## config.mk

```make
export PLATFORM = sky130hd
export DESIGN_NAME = sram_line_gather_wr
export DESIGN_NICKNAME = d
export VERILOG_FILES = /design/src/rtl/sram_line_gather_wr.sv
export SDC_FILE = /design/constraint.sdc
export NUM_CORES = 2
export LEC_CHECK = 0
export BUFFER_PORTS_ARGS = -buffer_cell sky130_fd_sc_hd__buf_2
export CAP_MARGIN = 20
export CORE_UTILIZATION = 30
export DETAILED_ROUTE_END_ITERATION = 10
export GPL_ROUTABILITY_DRIVEN = 1
export HOLD_SLACK_MARGIN = 0.05
export PLACE_DENSITY = 0.44
export SLEW_MARGIN = 15
export SYNTH_ARGS = -nofsm -noshare
export SYNTH_HDL_FRONTEND = slang
export SYNTH_SLANG_ARGS = --single-unit
```

## constraint.sdc

```tcl
create_clock -name clk0 -period 2.5 [get_ports clk0]
set_input_delay 0.75 -clock clk0 [delete_from_list [all_inputs] [get_ports clk0]]
set_output_delay 0.75 -clock clk0 [all_outputs]
set_load 0.02 [all_outputs]
```

## src/rtl/sram_line_gather_wr.sv

```systemverilog
// Gathers BEATS input beats into one line and writes it to the SRAM macro's port 0.
// Latency: csb0 goes low on the same edge that accepts the closing beat (or a bare flush).
// Backpressure: none; s_ready is held high whenever the block is out of reset.
module sram_line_gather_wr #(
    parameter int DATA_WIDTH = 512,
    parameter int ADDR_WIDTH = 4,
    parameter int BEAT_WIDTH = 64,
    parameter int CNT_WIDTH  = 16,
    localparam int BEATS     = DATA_WIDTH / BEAT_WIDTH
) (
    input  logic                  clk0,
    input  logic                  rstb0,
    input  logic                  s_valid,
    output logic                  s_ready,
    input  logic [BEAT_WIDTH-1:0] s_data,
    input  logic [ADDR_WIDTH-1:0] s_addr,
    input  logic                  s_flush,
    output logic                  csb0,
    output logic [ADDR_WIDTH-1:0] addr0,
    output logic [DATA_WIDTH-1:0] din0,
    output logic                  busy,
    output logic [CNT_WIDTH-1:0]  lines_written
);

    // Beat counter must be able to hold the value BEATS (full line).
    localparam int CNT_W = $clog2(BEATS + 1);

    typedef enum logic {
        IDLE = 1'b0,
        FILL = 1'b1
    } state_t;

    state_t                  state;
    logic [CNT_W-1:0]        cnt;
    logic [DATA_WIDTH-1:0]   staging;
    logic [ADDR_WIDTH-1:0]   addr_q;

    logic                    beat_fire;
    logic [CNT_W-1:0]        cnt_next;
    logic [DATA_WIDTH-1:0]   line_next;
    logic [ADDR_WIDTH-1:0]   addr_next;
    logic                    do_close;

    // Merge the incoming beat into the staging line and decide whether this edge closes it.
    // Staging is cleared on every close, so unfilled beat slots are already zero.
    always_comb begin
        beat_fire = s_valid && s_ready;
        cnt_next  = beat_fire ? cnt + CNT_W'(1) : cnt;
        line_next = staging;
        for (int k = 0; k < BEATS; k++) begin
            if (beat_fire && (cnt == CNT_W'(k))) begin
                line_next[k*BEAT_WIDTH +: BEAT_WIDTH] = s_data;
            end
        end
        // The address is taken only from beat 0 of a line.
        addr_next = (state == IDLE) ? s_addr : addr_q;
        do_close  = (beat_fire && (s_flush || (cnt_next == CNT_W'(BEATS))))
                  || ((state == FILL) && s_flush && !beat_fire);
    end

    // Gather FSM with registered macro-facing outputs; a close frees staging for the next beat.
    always_ff @(posedge clk0) begin
        if (!rstb0) begin
            state         <= IDLE;
            cnt           <= '0;
            staging       <= '0;
            addr_q        <= '0;
            s_ready       <= 1'b0;
            csb0          <= 1'b1;
            addr0         <= '0;
            din0          <= '0;
            lines_written <= '0;
        end else begin
            s_ready <= 1'b1;
            csb0    <= 1'b1;
            if (do_close) begin
                din0          <= line_next;
                addr0         <= addr_next;
                csb0          <= 1'b0;
                lines_written <= lines_written + CNT_WIDTH'(1);
                staging       <= '0;
                cnt           <= '0;
                state         <= IDLE;
            end else if (beat_fire) begin
                staging <= line_next;
                cnt     <= cnt_next;
                addr_q  <= addr_next;
                state   <= FILL;
            end
        end
    end

    // Busy covers both a partially gathered line and the write cycle itself.
    always_comb begin
        busy = (state == FILL) || !csb0;
    end

endmodule

```

* Word-level counts from Yosys, hierarchy flattened *
Cells that the tools add are included.

word-level totals
  flip-flop bits (word level) = 1055
  input port bits = 72
  output and inout port bits = 535
  logic and storage cells = 53

cells by class
  add/sub/neg operators = 2
  eq/ne operators = 8
  mux-type cells = 12
  bitwise operators = 2
  reductions and logical operators = 20

operator list
  kind                     number
  $mux W64                 8
  $add A16 B1 Y16 const B  1
  $eq A4 B3 Y1 const B     4
  $logic_and A1 B1 Y1      12
  $eq A4 B2 Y1 const B     2
  $mux W4                  2
  $add A4 B1 Y4 const B    1
  $eq A4 B1 Y1 const B     1
  $eq A4 B4 Y1 const B     1
  $logic_not A4 Y1         1
  $logic_or A1 B1 Y1       3
  $logic_not A1 Y1         2
  $mux W1                  2
  $not A1 Y1               2
  $reduce_and A2 Y1        1
  $reduce_or A2 Y1         1

* Depth between registers and ports, before layout *
  depth after elaboration = 8
  gate-level depth with buffers = 10
  gate-level depth less buffers = 7

* Least setup slack after synthesis *
OpenSTA, ideal clock, no wires.

  path kind = input -> register
  start = in s_valid
  end = reg staging[374]
  library setup time = 0.118 ns
  arrival time = 2.159 ns
  required time = 2.382 ns
  slack = 0.223 ns
  stages = 9
  path buffers = 4
  path through = and2_1 -> buf_2 -> o31ai_4 -> nand2_1 -> o31ai_2 -> buf_2 -> buf_4 -> buf_2 -> nor2_1

on the way
  longest elaborated chain between the ends = 7
  elaborated cells between the ends (all ways) = 11
  classes of those cells = 1 x eq/ne; 2 x mux; 8 x reduce/logical

ends and longest elaborated chain
  element                            line  source
  start, declared                    13    input logic s_valid,
  $logic_and A1 B1 Y1 *              47    beat_fire = s_valid && s_ready;
  $mux W4                            48    cnt_next = beat_fire ? cnt + CNT_W'(1) : cnt;
  $eq A4 B4 Y1                       57    do_close = (beat_fire && (s_flush || (cnt_next == CNT_W'(BEATS))))
  $logic_or A1 B1 Y1                 57
  $logic_and A1 B1 Y1                57
  $logic_or A1 B1 Y1                 58    || ((state == FILL) && s_flush && !beat_fire);
  $reduce_or A2 Y1 (no source line)  -
  end signal, assigned               85    staging <= line_next;
  end, declared                      35    logic [DATA_WIDTH-1:0] staging;

Mark *: on every way between the ends. The rest lies on a longest branch, timed or not.
A chain may end at the register's enable or synchronous reset.

* Worst setup path in the final report *
  start = reg cnt[0]
  end = reg staging[23]

on the way
  longest elaborated chain between the ends = 7
  elaborated cells between the ends (all ways) = 10
  classes of those cells = 1 x add/sub; 1 x eq/ne; 2 x mux; 6 x reduce/logical

ends and longest elaborated chain
  element                            line  source
  start, declared                    34    logic [CNT_W-1:0] cnt;
  start signal, assigned             86    cnt <= cnt_next;
  $add A4 B1 Y4                      48
  $mux W4                            48
  $eq A4 B4 Y1                       57
  $logic_or A1 B1 Y1                 57
  $logic_and A1 B1 Y1                57
  $logic_or A1 B1 Y1                 58
  $reduce_or A2 Y1 (no source line)  -

Parallel ways exist; a longest one is shown, timed or not.

==> results.sh <==
export IMPL_outcome="complete, no violations"
export IMPL_firstDrtPassIters=7
export IMPL_routed_wl_mm=110.5
export IMPL_p_sw_uw=8300
export IMPL_clkTransAtPathRegs_ps=60
export IMPL_ant_nets=0
export IMPL_dp_slack_ps=-60.25
export IMPL_power_density_nw_per_um2=813.7
export IMPL_ir_drop_v=0.0005372
export IMPL_tns_ps=0
export IMPL_hold_violations=0
export IMPL_place_gp_congestion=0.7303
export IMPL_finalSetupViolCount=0
export IMPL_slew_headroom=0.5530
export IMPL_cp_slowest_cell="dfxtp_1"
export IMPL_finalClockSkew_ps=19.29
export IMPL_synthCells=3044
export IMPL_yosysSeqAreaShare=0.6011
export IMPL_cts_buffers=116
export IMPL_grt_max_degree=44
export IMPL_syn_nets=3121
export IMPL_crit_path_start_kind="flip-flop"
export IMPL_hold_path_startpoint="s_addr[2]"
export IMPL_required_ps=3080
export IMPL_cts_sinks=1055
export IMPL_swShare=0.2284
export IMPL_cts_tree="built"
export IMPL_end_kind="flip-flop"
export IMPL_area_growth_pct=27.12
export IMPL_synth_area_leaders="dfxtp_1 (60%), mux2i_1 (15%), o2bb2ai_1 (13%), nor2_1 (5.5%), buf_2 (2.0%)"
export IMPL_avgRoutedWirePerCell_um=21.08
export IMPL_cts_htree_levels=3
export IMPL_hold_buffers=0
export IMPL_maxCapViolations=0
export IMPL_num_vias=24610
export IMPL_dp_cells=5022
export IMPL_syn_area_per_cell_um2=11.54
export IMPL_final_common_cell="dfxtp_1"
export IMPL_hold_path_class="input pin to flip-flop"
export IMPL_pin_count=607
export IMPL_setup_ws_ps=193.8
export IMPL_grt_pass1_vias=23740
export IMPL_rows=125
export IMPL_viasPerCell=4.696
export IMPL_setup_worst_path_start="cnt[0]"
export IMPL_fillCellCount=11570
export IMPL_p_int_uw=28040
export IMPL_clockPowerShare=0.489
export IMPL_final_nets=3693
export IMPL_dpl_hpwl_mm=74.17
export IMPL_cp_max_fo=33
export IMPL_cp_cell_sequence="inv_1 > ha_1 > nand4b_1 > o31ai_4 > nand2_1 > buf_4 > o31ai_4 > buf_4 > buf_12 > buf_12 > nor2_1"
export IMPL_start_util=0.3023
export IMPL_layoutNonFillerInstCount=5240
export IMPL_yosysTopAreaCell="dfxtp_1"
export IMPL_ys_ff_latch=1055
export IMPL_ys_types=36
export IMPL_min_period_ps=2306
export IMPL_grt_setup_unrepaired="false"
export IMPL_placed_area_um2=40650
export IMPL_leakage_uw=0.02146
export IMPL_tightest_slew_ps=669.1
export IMPL_fmax_mhz=433.6
export IMPL_drt_initial_drc_count=1086
export IMPL_slew_viol_final=0
export IMPL_synth_edf_count=0
export IMPL_dieWidth_um=344.2
export IMPL_overflow=0
export IMPL_cp_data_arrival_time_ps=2880
export IMPL_slowest_delay_ps=340
export IMPL_period_share=0.9225
export IMPL_io_buffers=606
export IMPL_core_um2=116200
export IMPL_p_seq_frac=0.467
export IMPL_antenna_found_initial=0
export IMPL_post_cts_setup_buffers=0
export IMPL_die_area_um2=118500
export IMPL_cts_root_buf="clkbuf_16"
export IMPL_cts_repair_resized=0
export IMPL_drc_errors=0
export IMPL_worstSetupPathType="flip-flop to flip-flop"
export IMPL_synth_main_ff_cell="dfxtp_1"
export IMPL_netlist_area_um2=35130
export IMPL_clkLatencyLatePin_ps=700
export IMPL_r2r_start="cnt[0]"
export IMPL_design_area_um2=44660
export IMPL_grt_pass1_wl_mm=161.5
export IMPL_synth_warnings=0
export IMPL_cts_max_path_buffers=3
export IMPL_die_h_um=344.2
export IMPL_cp_top_family="buffers and inverters"
export IMPL_p_comb_frac=0.044
export IMPL_ys_async_sr_fraction=0
export IMPL_drive_gt1_frac=0.2579
export IMPL_path_buf_inv=5
export IMPL_grtUsageTotal=0.1803
export IMPL_layout_common_cells="dfxtp_1 (1055), buf_2 (606), mux2i_1 (535)"
export IMPL_synth_top_cell_area_share=0.6011
## sequential cells by signal, indices dropped and copies added, names as in the netlist
name / cells
lines_written: 16
din0: 512
s_ready: 1
state: 1
addr0: 4
addr_q: 4
csb0: 1
staging: 512
cnt: 4
## Yosys cell counts, drive strengths merged, types with 2 or more instances
cell type	number
nand2b	14
nand2	47
a21oi	16
clkbuf	67
mux2i	535
o211ai	2
buf	228
and4	2
o2bb2ai	513
o21a	2
nor3b	2
xnor2	2
nand3	5
inv	5
dfxtp	1055
o31ai	2
nor2	518
nand4	8
nor3	2
o221a	4
and2	2
ha	5
## through the flow
step | total power (uW) | utilization | hold slack, ps
floorplan | 18230 | - | 434.4
global placement | 18970 | 0.3498 | 440.6
detailed placement | 18970 | 0.3498 | 441.1
CTS | 36900 | 0.3843 | 238.9
global route | 37670 | 0.3843 | 283.4
finish | 36340 | 0.3843 | 315.2
## routing by layer
metal / part of all wire / vias to the layer above / global-route usage
met5: 0 / - / 0
li1: - / 11930 / -
met3: 0.044 / 139 / 0.03252
met1: 0.48 / 12010 / 0.2520
met4: 0.025 / 0 / 0.05771
met2: 0.45 / 531 / 0.2798
## final cells by class
class	instances	area, um2	share of cell area
Multi-Input combinational cell	1689	12620	0.2827
Clock inverter	47	629.4	0.01409
Clock buffer	170	3377	0.07562
Antenna cell	1	2.502	0.00005603
Inverter	5	18.77	0.0004202
Tap cell	1524	1907	0.04270
Timing Repair Buffer	749	4982	0.1116
Sequential cell	1055	21120	0.4729
## power by group through the flow
stage | Combinational [uW] | Sequential, uW | Clock [uW]
after detailed placement | 1630 | 17300 | 0
after global placement | 1630 | 17300 | 0
final | 1600 | 17000 | 17800
after floorplan | 858 | 17400 | 0
after CTS | 1630 | 17000 | 18300
after global routing | 1720 | 17000 | 19000
## cells by family (layout without fill, tap and decap cells)
logic type,count (synthesis),after routing,synth area share
XOR/XNOR,3,3,0.0007480
AO/OA/AOI/OAI,543,543,0.1344
flip-flops,1055,1055,0.6011
AND/OR/NAND/NOR,603,603,0.06784
adder cells (fa/ha/maj),5,5,0.001781
multiplexers,535,535,0.1524
buffers and inverters,300,971,0.04167
other,0,1,0
## worst reg2reg max path: stages, from the launching register on
cell      delay, ps
dfxtp_1         340
inv_1            60
ha_1            310
nand4b_1        230
o31ai_4         100
nand2_1         110
buf_4           150
o31ai_4         200
buf_4           200
buf_12          180
buf_12          230
nor2_1           90
## path summary, 6_finish.rpt
check                              endpoint  slack [ps]  depth (start not counted)
worst max-delay path            staging[23]         190                         11
worst min-delay path              addr_q[2]         320                          3
worst max register to register  staging[23]         190                         11
worst min register to register    din0[229]         460                          1
Note: power is estimated with default switching activity, not from simulation.
